==> src/rtl/refill_mem_responder_pkg.sv <==
// -----------------------------------------------------------------------------
// refill_mem_responder_pkg
//   Shared CPU parameter header for the instruction-cache refill path.
//   Holds the default data word and cache line widths, the derived
//   words-per-line / word-offset widths for those defaults, and the state
//   encoding of the refill responder FSM.
// -----------------------------------------------------------------------------
package refill_mem_responder_pkg;

    // Default CPU data word and instruction-cache line widths (bits).
    localparam int CPU_WORD             = 32;
    localparam int CPU_CACHE_LINE_WIDTH = 128;

    // Words per line and the width of a word offset inside a line.
    localparam int CPU_WPL   = CPU_CACHE_LINE_WIDTH / CPU_WORD;
    localparam int CPU_OFF_W = $clog2(CPU_WPL);

    // Refill FSM: accept a request, then alternate ISSUE/WAIT once per word,
    // finally pulse DONE for one cycle.
    typedef enum logic [1:0] {
        ST_IDLE  = 2'd0,
        ST_ISSUE = 2'd1,
        ST_WAIT  = 2'd2,
        ST_DONE  = 2'd3
    } refill_state_t;

endpackage

==> src/rtl/refill_mem_responder.sv <==
// -----------------------------------------------------------------------------
// refill_mem_responder
//   Serves instruction-cache line refills from a single-word backing memory.
//   A request is accepted in IDLE; the line is then fetched one word at a
//   time (one outstanding read at most) and assembled into data_from_mem,
//   which is announced with a one-cycle memory_ready pulse.
//
// Optional feature (compile-time macro):
//   REFILL_CRIT_WORD_FIRST_EN - when defined, fetching starts at the word
//     addressed by load_addr and wraps around the line (critical word first);
//     when undefined, fetching always starts at word 0. The assembled line is
//     identical in both builds.
//
// Ports:
//   clk            in   rising-edge clock
//   rst            in   asynchronous active-high reset
//   memory_valid   in   refill request, held high until served
//   load_addr      in   refill byte address, sampled on acceptance only
//   memory_ready   out  one-cycle pulse, data_from_mem holds the line
//   data_from_mem  out  assembled line, word i at [i*WORD +: WORD]
//   mem_rd_en      out  single-word read strobe to backing memory
//   mem_addr       out  word-aligned byte address for mem_rd_en
//   mem_rdata      in   backing-memory read data
//   mem_rvalid     in   mem_rdata valid (latency >= 1 cycle, arbitrary)
// -----------------------------------------------------------------------------
module refill_mem_responder
    import refill_mem_responder_pkg::*;
#(
    parameter int WORD             = CPU_WORD,
    parameter int CACHE_LINE_WIDTH = CPU_CACHE_LINE_WIDTH
) (
    input  logic                        clk,
    input  logic                        rst,
    input  logic                        memory_valid,
    input  logic [WORD-1:0]             load_addr,
    output logic                        memory_ready,
    output logic [CACHE_LINE_WIDTH-1:0] data_from_mem,
    output logic                        mem_rd_en,
    output logic [WORD-1:0]             mem_addr,
    input  logic [WORD-1:0]             mem_rdata,
    input  logic                        mem_rvalid
);

    localparam int WPL        = CACHE_LINE_WIDTH / WORD;
    localparam int OFF_W      = $clog2(WPL);
    localparam int CNT_W      = OFF_W + 1;
    localparam int LINE_BYTES = CACHE_LINE_WIDTH / 8;
    localparam int WORD_LSB   = $clog2(WORD / 8);

    // Byte-offset bits inside a line; cleared to form the line base.
    localparam logic [WORD-1:0] LINE_MASK = WORD'(LINE_BYTES - 1);

    refill_state_t               r_state;
    refill_state_t               w_next_state;
    logic [WORD-1:0]             r_base;
    logic [OFF_W-1:0]            r_offset;
    logic [CNT_W-1:0]            r_count;
    logic [CACHE_LINE_WIDTH-1:0] r_line;
    logic [OFF_W-1:0]            w_start_off;
    logic                        w_last_word;

`ifdef REFILL_CRIT_WORD_FIRST_EN
    // Critical word first: begin with the word the requester is waiting on.
    assign w_start_off = load_addr[WORD_LSB +: OFF_W];
`else
    assign w_start_off = '0;
`endif

    // The word being returned now is the last one of the line.
    assign w_last_word = (r_count == CNT_W'(WPL - 1));

    // -------------------------------------------------------------------------
    // State register and datapath registers
    // -------------------------------------------------------------------------
    // NOTE: sequential state is updated with non-blocking assignments so every
    // register samples pre-edge values regardless of statement order.
    always_ff @(posedge clk or posedge rst) begin
        if (rst) begin
            r_state  <= ST_IDLE;
            r_base   <= '0;
            r_offset <= '0;
            r_count  <= '0;
            // NOTE: the line buffer is an ordinary register bank, not a RAM,
            // so it is cleared on reset to discard any partially built line.
            r_line   <= '0;
        end else begin
            r_state <= w_next_state;
            case (r_state)
                ST_IDLE: begin
                    if (memory_valid) begin
                        r_base   <= load_addr & ~LINE_MASK;
                        r_offset <= w_start_off;
                        r_count  <= '0;
                    end
                end
                ST_WAIT: begin
                    if (mem_rvalid) begin
                        r_line[r_offset*WORD +: WORD] <= mem_rdata;
                        r_count  <= r_count + CNT_W'(1);
                        // WPL is a power of two, so the natural wrap of the
                        // offset register is the modulo-WPL wrap-around.
                        r_offset <= r_offset + OFF_W'(1);
                    end
                end
                default: ;
            endcase
        end
    end

    // -------------------------------------------------------------------------
    // Next-state and output decode
    // -------------------------------------------------------------------------
    // NOTE: every signal driven here gets a default first, so no path through
    // the case statement can leave one unassigned and infer a latch.
    always_comb begin
        w_next_state = r_state;
        mem_rd_en    = 1'b0;
        mem_addr     = '0;
        memory_ready = 1'b0;
        case (r_state)
            ST_IDLE: begin
                if (memory_valid) begin
                    w_next_state = ST_ISSUE;
                end
            end
            ST_ISSUE: begin
                // Base has its in-line bits clear, so adding the word offset
                // never carries out of the line.
                mem_rd_en    = 1'b1;
                mem_addr     = r_base + ({{(WORD-OFF_W){1'b0}}, r_offset} << WORD_LSB);
                w_next_state = ST_WAIT;
            end
            ST_WAIT: begin
                if (mem_rvalid) begin
                    w_next_state = w_last_word ? ST_DONE : ST_ISSUE;
                end
            end
            ST_DONE: begin
                // No acceptance here: the requester drops memory_valid in this
                // cycle, so the earliest new request is taken in IDLE next.
                memory_ready = 1'b1;
                w_next_state = ST_IDLE;
            end
            default: begin
                w_next_state = ST_IDLE;
            end
        endcase
    end

    assign data_from_mem = r_line;

endmodule
==> config.mk <==
export PLATFORM = sky130hd
export DESIGN_NAME = refill_mem_responder
export DESIGN_NICKNAME = d
export VERILOG_FILES = /design/src/rtl/refill_mem_responder_pkg.sv /design/src/rtl/refill_mem_responder.sv
export SDC_FILE = /design/constraint.sdc
export NUM_CORES = 1
export LEC_CHECK = 0
export ABC_AREA = 1
export CAP_MARGIN = 20
export CORE_MARGIN = 4
export CORE_UTILIZATION = 25
export DETAILED_ROUTE_END_ITERATION = 16
export PLACE_DENSITY = 0.51
export REMOVE_ABC_BUFFERS = 1
export SLEW_MARGIN = 10
export SYNTH_ARGS = -nofsm -noshare
export SYNTH_HDL_FRONTEND = slang
export SYNTH_SLANG_ARGS = --single-unit
export TNS_END_PERCENT = 50
==> constraint.sdc <==
create_clock -name clk -period 13 [get_ports clk]
set_clock_uncertainty 0.1 [all_clocks]
set_input_delay 1.3 -clock clk [delete_from_list [all_inputs] [get_ports clk]]
set_output_delay 1.3 -clock clk [all_outputs]
set_load 0.01 [all_outputs]
# Word-level counts from Yosys, hierarchy flattened
# Index checks and enable logic that the tools add are counted.
[word_totals] mem_bits_ro=0 output_inout_bits=162 ram_bits=0 memories=0 reg_bits=163 latch_bits=0 word_cells=37
[classes] mul=0 mux=14 n_eq_ne=6 reduce_logical=6 n_bitwise=0 n_div=0 addsub=4 order_cmp=0 shift=2
[op_table] cell="bitwise mux 128 bit" n=1
[op_table] cell="variable shift 32 x 34 -> 128 bit (first input constant)" n=1
[op_table] cell="indexed part select 32 x 34 -> 128 bit" n=1
[op_table] cell="negation 7 -> 34 bit" n=1
[op_table] cell="adder 32 x 4 -> 32 bit" n=1
[op_table] cell="2-to-1 mux 32 bit" n=1
[op_table] cell="2-to-1 mux 2 bit" n=5
[op_table] cell="case mux 2 bit (4 select lines)" n=1
[op_table] cell="2-to-1 mux 3 bit" n=2
[op_table] cell="case mux 3 bit (2 select lines)" n=1
[op_table] cell="AND reduction 2 bit" n=3
[op_table] cell="== test 2 bit (second input constant)" n=2
[op_table] cell="!= test 2 bit (second input constant)" n=2
[op_table] cell="case mux 2 bit (2 select lines)" n=1
[op_table] cell="adder 3 x 1 -> 3 bit (second input constant)" n=1
[op_table] cell="== test 3 x 2 -> 1 bit (second input constant)" n=1
[op_table] cell="AND reduction 3 bit" n=1
[op_table] cell="adder 2 x 1 -> 2 bit (second input constant)" n=1
[op_table] cell="== test 2 x 1 -> 1 bit (second input constant)" n=1
[op_table] cell="logical NOT 2 bit" n=1
[op_table] cell="2-to-1 mux 1 bit" n=2
[op_table] cell="nonzero test 2 bit" n=1

# Logic depth before layout (Yosys ltp)
[depth] ltp_word=4 depth_mapped=10 ltp_nobuf=7

# Worst setup path before layout
# No wires, ideal clock.
[synth_timing] path_kind="register to output" start="reg r_offset[0]" end="out mem_addr[2]" arrival_ns=1.005 stages_incl_launch_ff=5 slack_ns=10.595 path_cell_list="dfrtp_1 buf_2 buf_2 inv_1 nor2_1"
[synth_via] elab_chain_len=2
[synth_lines] element="start, declared" line_no="refill_mem_responder.sv:56" rtl="logic [OFF_W-1:0] r_offset;"
[synth_lines] element="start signal, assigned" line_no="refill_mem_responder.sv:92" rtl="r_offset <= w_start_off;"
[synth_lines] element="start signal, assigned" line_no="refill_mem_responder.sv:102" rtl="r_offset <= r_offset + OFF_W'(1);"
[synth_lines] element="adder 32 x 4 -> 32 bit" line_no="refill_mem_responder.sv:130" rtl="mem_addr = r_base + ({{(WORD-OFF_W){1'b0}}, r_offset} << WORD_LSB);"
[synth_lines] element="2-to-1 mux 32 bit" line_no="refill_mem_responder.sv:120" rtl="case (r_state)"
[synth_lines] element="end, declared" line_no="refill_mem_responder.sv:39" rtl="output logic [WORD-1:0] mem_addr,"
# No other way between the ends.

# Worst setup path after layout
[layout_timing] start="reg r_state[1]" end="out mem_addr[28]"
[layout_via] elab_chain_len=2
[layout_lines] element="start, declared" line_no="refill_mem_responder.sv:53" rtl="refill_state_t r_state;"
[layout_lines] element="start signal, assigned" line_no="refill_mem_responder.sv:87" rtl="r_state <= w_next_state;"
[layout_lines] element="== test 2 x 1 -> 1 bit" line_no="refill_mem_responder.sv:120"
[layout_lines] element="2-to-1 mux 32 bit" line_no="refill_mem_responder.sv:120"
# No other way between the ends.

==> results.json <==
{
  "p_comb_share_pct": 42.8,
  "antennaDiodeCount": 0,
  "nNetsFinal": 1136,
  "drt_iter0_markers": 392,
  "place_ws_ps": 9270,
  "synthDistinctLibCells": 24,
  "ys_ff_latch": 163,
  "ir_drop_uv": 123,
  "rsz0062_at_grt": "false",
  "timing.rr.end": "data_from_mem[22]",
  "synthArstFlopShare_pct": 100,
  "p_sw_mw": 0.883,
  "syn_to_final_growth_pct": 42.6,
  "postRouteAntennaNets": 0,
  "synth_edf_count": 0,
  "layout.cells.non_filler": 1452,
  "maxSlewHeadroom_pct": 27.9,
  "cts.sinks": 163,
  "holdPathEnd": "data_from_mem[33]",
  "path_clk_slew_ps": 80,
  "vias_per_cell": 4.37,
  "grt_max_degree": 97,
  "cts_buffers": 17,
  "grt_pass1_wl_um": 38200,
  "die_y_um": 178,
  "dpl_cell_area_um2": 9690,
  "dp_hpwl_um": 15400,
  "whs_ps": 374,
  "whs_path_depth": 2,
  "cts_hold_buf": 0,
  "synthCells": 871,
  "hold_violations": 0,
  "finalWeightedCongestion": 0.723,
  "drc": 0,
  "io_pins": 230,
  "yosysTopAreaCell": "dfrtp_1",
  "cts_root_buf": "clkbuf_16",
  "worstSetupPathType": "flop to output port",
  "synth_top_area_share_pct": 56.6,
  "rows": 61,
  "period_share_pct": 30.0,
  "critPathMaxFanout": 18,
  "slew_violations": 0,
  "grt-ovfl-total": 0,
  "vias": 6347,
  "core_um2": 28100,
  "yosysMostFrequentCell": "nand2_1",
  "tightest_slew_ps": 1080,
  "ff2ff_path_depth": 6,
  "grtUsageTotal_pct": 15.7,
  "placed_cells": 1420,
  "internal_power_mw": 1.17,
  "synth_area_leaders": "dfrtp_1 57%, nand2_1 15%, nor2_1 6.5%",
  "p_leak_nw": 4.62,
  "fin_area_um2": 10300,
  "cts_resized": 0,
  "dieArea_um2": 31600,
  "switching_share_pct": 42.9,
  "netlist_area_um2": 7210,
  "synth_commonest_cells": "280 x nand2_1, 163 x dfrtp_1, 124 x nor2_1, 80 x nand3_1, 47 x o21ai_0",
  "reg2reg_slack_ps": 10380,
  "routed_wl_um": 24800,
  "tritoncts": "yes",
  "hp-start": "data_from_mem[33]",
  "grt_pass1_vias": 6355,
  "fmax_mhz": 256,
  "required_ps": 11600,
  "ys.flop_type": "dfrtp_1",
  "clkPwrFrac_pct": 24.7,
  "synth_area_per_cell_um2": 8.28,
  "dr.pass1.iters": 5,
  "post-cts-setup-buffer-count": 0,
  "power_frac_seq_pct": 32.4,
  "h-tree-depth": 4,
  "routedWlPerCell_um": 17.1,
  "critPathArrivalTime_ps": 2500,
  "cap_violations": 0,
  "critPathLaunchType": "flop",
  "p_per_area_nw_per_um2": 200,
  "setup-tns-final_ps": 0,
  "hp-class": "flop to flop",
  "r2r-start": "r_offset[1]",
  "port_buffers": 223,
  "yosysSeqAreaShare_pct": 56.6,
  "setup_viol": 0,
  "antenna_found_initial": 1,
  "die_x_um": 178,
  "status": "completed",
  "cts_max_path_buffers": 2,
  "initial_core_util_pct": 25.7,
  "clock_latency_ps": 430,
  "yosysWarningCount": 0,
  "drive_gt1_share_pct": 5.31,
  "setup_slack_ps": 9100,
  "fin_crit_ps": 3900,
  "endpoint_kind": "output port"
}
-- cell families after synthesis --
| family | synth area share [%] |
|---|---|
| AND/OR/NAND/NOR | 28.6 |
| other | 0.0520 |
| AO/OA/AOI/OAI | 6.73 |
| buffers and inverters | 6.80 |
| adder cells (fa/ha/maj) | 1.21 |
| flip-flops | 56.6 |
-- layout make-up --
class / instances / area (µm²)
clock inverter: 15 / 161
multi-input combinational: 605 / 2670
fill: 2953 / 17800
clock buffer: 17 / 425
sequential: 163 / 4080
inverter: 44 / 173
tap: 378 / 473
timing repair buffer: 230 / 2290
-- routing by layer --
metal,vias up,share of wire [%],wire [µm],track usage (%)
li1,3130,-,-,-
met1,2992,44,11000,20.3
met2,202,46,11500,25.4
met3,21,8.2,2040,4.99
met4,2,1.2,291,4.42
met5,-,0.032,8,0
-- critical path, cell delays in order (launching register included) --
cell and delay, ps:
dfrtp_1 600, inv_2 140, nand2_1 360, buf_8 310, nor2_1 100, clkdlybuf4s50_1 560
-- power groups by stage --
stage | logic, mW | clock network (mW) | registers [mW]
2_1_floorplan | 0.400 | 0 | 0.706
3_3_place_gp | 0.893 | 0 | 0.674
3_5_place_dp | 0.901 | 0 | 0.676
4_1_cts | 0.904 | 0.525 | 0.668
5_1_grt | 0.973 | 0.546 | 0.681
6_report | 0.880 | 0.509 | 0.667
-- registers in the layout, summed over array words and instances, names as in the netlist --
signal and count:
r_base 28, r_offset 2, r_state 2, r_count 3
data_from_mem 128
-- stage by stage --
step	power (mW)	util, %
finish	2.06	36.6
floorplan	1.11	-
CTS	2.10	36.6
detailed placement	1.58	34.5
global placement	1.57	34.4
global route	2.20	36.6
-- placed cells by master (no fill, tap or decap) --
| cell | instances |
|---|---|
| a21oi_1 | 28 |
| buf_4 | 6 |
| buf_8 | 1 |
| clkbuf_16 | 17 |
| clkdlybuf4s50_1 | 223 |
| clkinv_2 | 1 |
| clkinv_4 | 3 |
| clkinv_8 | 3 |
| clkinvlp_4 | 1 |
| conb_1 | 2 |
| dfrtp_1 | 162 |
| dfrtp_2 | 1 |
| ha_1 | 7 |
| inv_1 | 40 |
| inv_2 | 2 |
| inv_4 | 1 |
| inv_6 | 3 |
| inv_8 | 5 |
| nand2_1 | 278 |
| nand2_2 | 3 |
| nand3_1 | 80 |
| nand3_2 | 1 |
| nand3_4 | 1 |
| nand4_1 | 4 |
| nand4_2 | 1 |
| nand4_4 | 2 |
| nor2_1 | 124 |
| nor2_4 | 5 |
| o21ai_0 | 47 |
| o21ai_1 | 22 |
-- worst max path at each step --
stage	from	to	cells past startpoint
floorplan	rst	data_from_mem[0]	1
global placement	rst	r_offset[0]	3
detailed placement	mem_rvalid	data_from_mem[52]	7
CTS	r_state[1]	mem_addr[28]	5
global route	r_state[1]	mem_addr[28]	5
finish	r_state[1]	mem_addr[28]	5
No activity file was read; power rests on OpenSTA's default activity.
